<file path="config.mk">
export PLATFORM = sky130hd
export DESIGN_NAME = memwb_stage
export DESIGN_NICKNAME = d
export VERILOG_FILES = /design/src/rtl/memwb_stage.sv
export SDC_FILE = /design/constraint.sdc
export NUM_CORES = 1
export LEC_CHECK = 0
export ABC_CLOCK_PERIOD_IN_PS = 3490
export CORE_MARGIN = 2
export CORE_UTILIZATION = 44
export CTS_BUF_LIST = sky130_fd_sc_hd__clkbuf_8
export DETAILED_ROUTE_END_ITERATION = 8
export PLACE_DENSITY = 0.88
export SLEW_MARGIN = 20
export SYNTH_ARGS = -nofsm -noshare
export SYNTH_HDL_FRONTEND = slang
export SYNTH_SLANG_ARGS = --single-unit
</file>
<file path="constraint.sdc">
create_clock -name clk -period 3.49 [get_ports clk]
set_input_delay 0.698 -clock clk [delete_from_list [all_inputs] [get_ports clk]]
set_output_delay 0.698 -clock clk [all_outputs]
set_load 0.05 [all_outputs]
</file>
<file path="src/rtl/memwb_stage.sv">
// ============================================================================
// Module   : memwb_stage
// Purpose  : MEM/WB pipeline stage: ALU writeback, local dmem load/store and
//            external bus load/store with stall handshake. Optional bus
//            timeout is enabled by defining MEMWB_BUS_TIMEOUT_EN.
// Revision : 1.0
// ============================================================================
`default_nettype none

module memwb_stage (
  input  logic        clk,
  input  logic        rst_n,
  input  logic [15:0] iAluResult,
  input  logic [15:0] iStoreData,
  input  logic        iAlutoReg,
  input  logic        iMemtoReg,
  input  logic        iBustoReg,
  input  logic        iMemRead,
  input  logic        iMemWrite,
  input  logic        iBusWrite,
  input  logic [3:0]  iWriteBackAddr,
  output logic [7:0]  oDmemAddr,
  output logic [15:0] oDmemWdata,
  output logic        oDmemWren,
  output logic        oDmemRden,
  input  logic [15:0] iDmemQ,
  output logic        oBusReq,
  output logic        oBusWe,
  output logic [15:0] oBusAddr,
  output logic [15:0] oBusWdata,
  input  logic        iBusAck,
  input  logic [15:0] iBusRdata,
  output logic        oWriteBack_en,
  output logic [3:0]  oWriteBackAddr,
  output logic [15:0] oWriteBackData,
  output logic        oStall,
  output logic        oBusErr
);

  typedef enum logic [1:0] {
    IDLE    = 2'd0,
    MEMRD   = 2'd1,
    BUSWAIT = 2'd2
  } state_t;

  state_t      state_q;
  logic [3:0]  dest_q;
  logic        bus_load_q;
  logic        bus_req_q;
  logic        bus_we_q;
  logic [15:0] bus_addr_q;
  logic [15:0] bus_wdata_q;
  logic        wb_en_q;
  logic [3:0]  wb_addr_q;
  logic [15:0] wb_data_q;
`ifdef MEMWB_BUS_TIMEOUT_EN
  logic [7:0]  tmo_cnt_q;
  logic        bus_err_q;
`endif

  logic w_idle;
  logic w_busop;
  logic unused_inputs;

  // iMemtoReg is implied by iMemRead; kept only for port compatibility
  assign unused_inputs = iMemtoReg;

  assign w_idle  = (state_q == IDLE);
  assign w_busop = iBustoReg | iBusWrite;

  assign oDmemAddr  = iAluResult[7:0];
  assign oDmemWdata = iStoreData;
  assign oDmemRden  = w_idle & iMemRead & ~w_busop;
  assign oDmemWren  = w_idle & iMemWrite & ~iMemRead & ~w_busop;
  assign oStall     = ~w_idle;

  assign oBusReq        = bus_req_q;
  assign oBusWe         = bus_we_q;
  assign oBusAddr       = bus_addr_q;
  assign oBusWdata      = bus_wdata_q;
  assign oWriteBack_en  = wb_en_q;
  assign oWriteBackAddr = wb_addr_q;
  assign oWriteBackData = wb_data_q;
`ifdef MEMWB_BUS_TIMEOUT_EN
  assign oBusErr = bus_err_q;
`else
  assign oBusErr = 1'b0;
`endif

  always_ff @(posedge clk or negedge rst_n) begin
    if (!rst_n) begin
      state_q     <= IDLE;
      dest_q      <= 4'd0;
      bus_load_q  <= 1'b0;
      bus_req_q   <= 1'b0;
      bus_we_q    <= 1'b0;
      bus_addr_q  <= 16'd0;
      bus_wdata_q <= 16'd0;
      wb_en_q     <= 1'b0;
      wb_addr_q   <= 4'd0;
      wb_data_q   <= 16'd0;
`ifdef MEMWB_BUS_TIMEOUT_EN
      tmo_cnt_q   <= 8'd0;
      bus_err_q   <= 1'b0;
`endif
    end else begin
      wb_en_q <= 1'b0;
`ifdef MEMWB_BUS_TIMEOUT_EN
      bus_err_q <= 1'b0;
`endif
      case (state_q)
        IDLE: begin
          if (w_busop) begin
            bus_req_q   <= 1'b1;
            bus_we_q    <= iBusWrite;
            bus_addr_q  <= iAluResult;
            bus_wdata_q <= iStoreData;
            bus_load_q  <= ~iBusWrite;
            dest_q      <= iWriteBackAddr;
`ifdef MEMWB_BUS_TIMEOUT_EN
            tmo_cnt_q   <= 8'd0;
`endif
            state_q     <= BUSWAIT;
          end else if (iMemRead) begin
            dest_q  <= iWriteBackAddr;
            state_q <= MEMRD;
          end else if (iAlutoReg) begin
            wb_en_q   <= (iWriteBackAddr != 4'd0);
            wb_addr_q <= iWriteBackAddr;
            wb_data_q <= iAluResult;
          end
        end
        MEMRD: begin
          wb_en_q   <= (dest_q != 4'd0);
          wb_addr_q <= dest_q;
          wb_data_q <= iDmemQ;
          state_q   <= IDLE;
        end
        BUSWAIT: begin
          // ack is checked first so it wins over a coincident timeout
          if (iBusAck) begin
            bus_req_q <= 1'b0;
            state_q   <= IDLE;
            if (bus_load_q) begin
              wb_en_q   <= (dest_q != 4'd0);
              wb_addr_q <= dest_q;
              wb_data_q <= iBusRdata;
            end
`ifdef MEMWB_BUS_TIMEOUT_EN
          end else if (tmo_cnt_q == 8'd254) begin
            bus_req_q <= 1'b0;
            bus_err_q <= 1'b1;
            state_q   <= IDLE;
            if (bus_load_q) begin
              wb_en_q   <= (dest_q != 4'd0);
              wb_addr_q <= dest_q;
              wb_data_q <= 16'hFFFF;
            end
          end else begin
            tmo_cnt_q <= tmo_cnt_q + 8'd1;
`endif
          end
        end
        default: state_q <= IDLE;
      endcase
    end
  end

endmodule

`default_nettype wire

</file>
==> results of run 1 <==
-- registers in the layout, indices dropped and copies added, names as in the netlist, 2 cells and up --
name,flops
oWriteBackAddr,4
oBusAddr,16
oBusWdata,16
oWriteBackData,16
state_q,2
dest_q,4
-- synthesized netlist by cell type (all sizes together) --
library cell  number
dfrtp             62
mux2              60
buf               32
a21oi             20
a22oi             16
nor2              16
clkbuf             9
inv                5
o21ai              5
ha                 4
nor2b              3
and2               2
nand2              2
a2111oi            1
a22o               1
a31o               1
conb               1
nand3              1
nor3b              1
nor4b              1
o21a               1
o31a               1
o31ai              1
o41ai              1
or4                1
-- final cells by class --
class / count / area (sq um) / area share, %
flip-flops and latches: 62 / 1551 / 33.33
clock buffers: 9 / 123.9 / 2.661
inverters: 5 / 18.77 / 0.4032
clock inverters: 7 / 57.56 / 1.237
repair buffers: 162 / 1612 / 34.62
multi-input cells: 140 / 1191 / 25.59
well taps: 80 / 100.1 / 2.151
-- power by group through the flow --
stage	sequential [mW]	clock [mW]	combinational [mW]
CTS	1.29	0.602	3.38
global route	1.34	0.648	3.51
finish	1.29	0.587	3.35
detailed placement	1.30	0	3.37
global placement	1.27	0	3.31
floorplan	2.44	0	1.16
-- worst max-delay path, delay by kind of cell --
kind	cells	cell delay, ps
buffers and inverters	2	760
and+or+nand+nor	2	750
-- per-stage QoR --
stage | cell area (sq um) | power (mW) | std cells
6_report | 4654 | 5.228 | 465
5_1_grt | 4654 | 5.502 | 465
4_1_cts | 4654 | 5.274 | 465
3_5_place_dp | 4473 | 4.673 | 449
3_3_place_gp | 4473 | 4.583 | 449
2_1_floorplan | 3024 | 3.594 | 248
-- kinds of logic after synthesis --
group,Yosys count,share of synthesized area [%]
AOI/OAI and AO/OA,48,10.68
adders and majority gates,4,1.655
buffers and inverters,46,9.681
DFF,62,51.30
muxes,60,22.34
other,1,0.1240
and+or+nand+nor,27,4.220
-- worst paths after layout --
path                             from           endpoint  slack [ps]
min                             rst_n  oWriteBackData[5]         490
min reg2reg                    oBusWe             oBusWe         490
min in group clk               oBusWe             oBusWe         490
max                         iBusWrite          oDmemWren         590
max in group asynchronous       rst_n       oBusWdata[8]        2150
max reg2reg                state_q[0]  oWriteBackData[7]        1240
-- per-layer routing --
metal,track usage [%],up-vias,wire (um)
met5,0,-,0
met3,6.351,12,644
met2,36.36,113,3939
met4,8.665,0,135
met1,24.20,1154,2990
li1,-,1120,-
==> flow_summary.yaml, run 1 <==
outcome:
  status: "completed"
clocking:
  hold_buffers: 0
  clkSinkCount: 62
  clk_latency_ps: 330
  cts_max_level: 3
  clk_pin_slew_worst_paths_ps: 70
  post_cts_resized: 0
  cts_tree: "built"
  post-cts-setup-buffers: 0
  cts_buffers: 9
  clockBufferDepth: 2
  cts_root_buffer: "clkbuf_8"
drt:
  drc: 0
  vias: 2399
  wirelength_mm: 7.710
  drt_iter0_drc: 86
  firstDrtPassIters: 4
  wl_per_cell_um: 16.58
  detail-route-antenna-nets: 0
  vias_per_cell: 5.159
worst_setup_path:
  cp_max_fo: 7
  cp.required_ps: 2790
  cp-end-kind: "output pin"
  slowest_delay_ps: 560
  crit_chain: "clkdlybuf4s50_1, nor4b_1, and2_1, buf_4"
  cp.arrival_ps: 2200
  slowest_stage: "clkdlybuf4s50_1"
  start_kind: "primary input"
  rr_worst_depth: 5
  crit_type: "primary input to output pin"
logic_synthesis:
  syn_inst: 248
  avgSynthCellArea_sq_um: 12.19
  synth.distinct_cells: 30
  ys_seq_elements: 62
  synth.net_count: 329
  synth_top_cell_by_area: "dfrtp_1"
  yosys_warnings: 0
  syn-cell-area_sq_um: 3024
  ys_seq_area_share_pct: 51.30
  synth_area_leaders: "dfrtp_1 51%, mux2_2 22%, buf_4 6.2%"
  synth_top_area_share_pct: 51.30
timing:
  hold_violations: 0
  whs_ps: 493.0
  rsz0062_at_grt: "false"
  skew_ps: 5.883
  finalCritPeriodShare_pct: 83.07
  post-route-min-period_ps: 2899
  tightest_slew_ps: 910.3
  finalSetupViolations: 0
  finalMaxSlewViolations: 0
  fmax_ghz: 0.3450
  worst_slack_ps: 591.0
  max-slew-margin-rel_pct: 39.32
  tns_ps: 0
die:
  initial_core_util_pct: 45.01
  rows: 30
  die_height_um: 86.91
  num_io_pins: 160
  die_width_um: 86.91
  core_area_sq_um: 6719
  die_area_sq_um: 7552
finish:
  final_cell_mix: "154 x clkdlybuf4s50_1, 62 x dfrtp_1, 59 x mux2_2, 20 x a21oi_1"
  final_nets: 461
  drive_above_1_share_pct: 21.82
  final_common_cell: "clkdlybuf4s50_1"
  utilization_pct: 69.27
  antenna_cells: 0
  area_growth_pct: 53.91
  nFillCells: 493
pwr:
  pwr_density_cell_nw_per_um2: 1123
  p_int_mw: 2.735
  leakage_nw: 1.902
  seqPwrFrac_pct: 24.8
  power.switching_mw: 2.493
  pwr-share-clk_pct: 11.2
  p_comb_share_pct: 64.0
  vdd_ir_drop_max_v: 0.0006794
  sw_frac_of_total_pct: 47.69
global_routing:
  grt_overflow: 0
  antenna_found_initial: 0
  grt_max_degree: 42
  grt_pass1_vias: 2501
  grtUsageTotal_pct: 21.03
  grt_pass1_wl_mm: 12.05
run:
  cap_violations: 0
place:
  dp_slack_ps: 563.4
  portBuffers: 157
  globalplace.congestion: 0.7542
  post-dp-hpwl_mm: 5.757
worst_hold_path:
  hold_class: "primary input to async pin"
No activity file was read; power rests on OpenSTA's default activity.
==> run 2, diff against run 1 <==
--- a/config.mk
+++ b/config.mk
@@ -5,12 +5,12 @@
 export SDC_FILE = /design/constraint.sdc
 export NUM_CORES = 1
 export LEC_CHECK = 0
-export ABC_CLOCK_PERIOD_IN_PS = 3490
+export ABC_CLOCK_PERIOD_IN_PS = 2800
 export CORE_MARGIN = 2
-export CORE_UTILIZATION = 44
+export CORE_UTILIZATION = 41
 export CTS_BUF_LIST = sky130_fd_sc_hd__clkbuf_8
 export DETAILED_ROUTE_END_ITERATION = 8
-export PLACE_DENSITY = 0.88
+export PLACE_DENSITY = 0.83
 export SLEW_MARGIN = 20
 export SYNTH_ARGS = -nofsm -noshare
 export SYNTH_HDL_FRONTEND = slang
==> constraint.sdc (replaced) <==
create_clock -name clk -period 2.8 [get_ports clk]
set_input_delay 0.56 -clock clk [delete_from_list [all_inputs] [get_ports clk]]
set_output_delay 0.56 -clock clk [all_outputs]
set_load 0.05 [all_outputs]
==> run 2 against run 1 <==
Clock skew decreased by 1.0 ps. Sequential power up 25%. Die area grew 7.0%. Combinational power is 26% higher. Register-to-register slack worse by 590 ps. Count of clock-buffer cells in the layout stayed put. Non-clock buffer count is 4 higher. Core utilization is 2.8 points lower. Cell area rose by 3.1%. Global-route usage shrank 1.2 points. Critical endpoint is now oDmemRden. Largest cell class unchanged. Highest routed layer unchanged.
==> flow_summary.yaml, run 2 (same netlist as run 1, synthesis figures left out) <==
worst_hold_path:
  hold_class: "primary input to async pin"
drt:
  wl_per_cell_um: 16.00
  drt_iter0_drc: 84
  drc: 0
  vias: 2391
  detail-route-antenna-nets: 0
  wirelength_mm: 7.806
  firstDrtPassIters: 4
  vias_per_cell: 4.900
worst_setup_path:
  cp-end-kind: "output pin"
  critical_path_buf_inv_count: 2
  cp_max_fo: 11
  cp.required_ps: 2240
  crit_type: "flip-flop to output pin"
  r2r-start: "state_q[0]"
  worst-r2r-setup-slack_ps: 650
  start_kind: "flip-flop"
  slowest_delay_ps: 440
  slowest_stage: "nor3b_1"
  crit_chain: "inv_1, ha_1, nor3b_1, and2_1, buf_12"
  rr_worst_depth: 6
  r2r-end: "oWriteBackData[7]"
  cp.arrival_ps: 2080
  critPathTopFamily: "simple AND/OR/NAND/NOR gates"
pwr:
  seqPwrFrac_pct: 23.8
  pwr-share-clk_pct: 13.8
  p_comb_share_pct: 62.3
  power.switching_mw: 3.116
  vdd_ir_drop_max_v: 0.0007446
  leakage_nw: 1.945
  sw_frac_of_total_pct: 46.18
  p_int_mw: 3.631
  pwr_density_cell_nw_per_um2: 1407
timing:
  rsz0062_at_grt: "false"
  post-route-min-period_ps: 2640
  skew_ps: 4.845
  max-slew-margin-rel_pct: 50.10
  finalCritPeriodShare_pct: 94.27
  hold_violations: 0
  whs_ps: 280.4
  tightest_slew_ps: 748.5
  finalMaxSlewViolations: 0
  finalSetupViolations: 0
  tns_ps: 0
  fmax_ghz: 0.3788
finish:
  drive_above_1_share_pct: 23.39
  nFillCells: 548
  stdcell_area_sq_um: 4797
  seqCellArea_sq_um: 1551
  final_nets: 465
  antenna_cells: 0
  multi_input_area_sq_um: 1191
  final_cell_mix: "152 x clkdlybuf4s50_1, 62 x dfrtp_1, 59 x mux2_2, 20 x a21oi_1"
  area_growth_pct: 58.63
  final_common_cell: "clkdlybuf4s50_1"
global_routing:
  antenna_found_initial: 0
  grtUsageTotal_pct: 19.82
  grt_pass1_vias: 2572
  grt_overflow: 0
  grt_pass1_wl_mm: 12.67
  grt_max_degree: 33
die:
  die_width_um: 89.89
  rows: 31
  core_area_sq_um: 7214
  initial_core_util_pct: 41.92
  num_io_pins: 160
  die_area_sq_um: 8079
  die_height_um: 89.89
clocking:
  clk_latency_ps: 340
  cts_tree: "built"
  cts_max_level: 3
  cts_buffers: 9
  cts_root_buffer: "clkbuf_8"
  hold_buffers: 0
  post_cts_resized: 0
  clk_pin_slew_worst_paths_ps: 60
  post-cts-setup-buffers: 0
  clockBufferDepth: 2
  clkSinkCount: 62
outcome:
  status: "completed"
place:
  globalplace.congestion: 0.7695
  post-dp-hpwl_mm: 6.036
  portBuffers: 157
  placed_cell_area_sq_um: 4559
run:
  cap_violations: 0
==> run 2: changes by cell type in the layout (fill, tap and decap cells not counted), sizes merged <==
| cell | change |
|---|---|
| inv | -1 |
| bufinv | +2 |
| clkinvlp | +2 |
| buf | +6 |
| clkinv | -3 |
| clkdlybuf4s50 | -2 |
==> run 2: power by group through the flow <==
stage	sequential [mW]	combinational, mW	clock (mW)
CTS	1.61	4.25	0.959
global placement	1.59	4.16	0
global route	1.66	4.42	0.998
floorplan	3.04	1.44	0
finish	1.61	4.21	0.934
detailed placement	1.63	4.24	0
==> run 2: area by class of cell <==
| cell class | instances | area share [%] |
|---|---|---|
| Clock inverter | 7 | 2.373 |
| Tap cell | 99 | 2.582 |
| Multi-Input combinational cell | 140 | 24.83 |
| Clock buffer | 9 | 2.582 |
| Timing Repair Buffer | 166 | 34.90 |
| Sequential cell | 62 | 32.34 |
| Inverter | 5 | 0.3912 |
==> run 2: worst max path at each step <==
| stage | start | endpoint | slack (ps) | cells after the start |
|---|---|---|---|---|
| 3_5_place_dp | iBustoReg | oWriteBackData[7] | 170 | 5 |
| 6_report | state_q[0] | oDmemRden | 160 | 5 |
| 3_3_place_gp | iBustoReg | oWriteBackData[14] | 190 | 5 |
| 5_1_grt | state_q[1] | oDmemRden | 70 | 5 |
| 4_1_cts | state_q[0] | oDmemRden | 140 | 5 |
| 2_1_floorplan | state_q[0] | oDmemWren | 550 | 5 |
==> run 2: per-stage QoR <==
stage          cells  power, mW  setup WS [ps]  util (%)
6_report         488      6.747          160.3     66.49
5_1_grt          488      7.081          70.10     66.49
4_1_cts          488      6.820          141.2     66.49
3_5_place_dp     472      5.866          167.7     63.20
3_3_place_gp     472      5.755          194.7     63.20
2_1_floorplan    248      4.479          553.2         -
==> run 2: metal layers <==
| metal | up-vias | global-route usage (%) | routed length (um) |
|---|---|---|---|
| met1 | 1142 | 22.11 | 3119 |
| met5 | - | 0 | 0 |
| li1 | 1124 | - | - |
| met3 | 20 | 7.879 | 623 |
| met4 | 0 | 8.590 | 208 |
| met2 | 105 | 33.65 | 3856 |
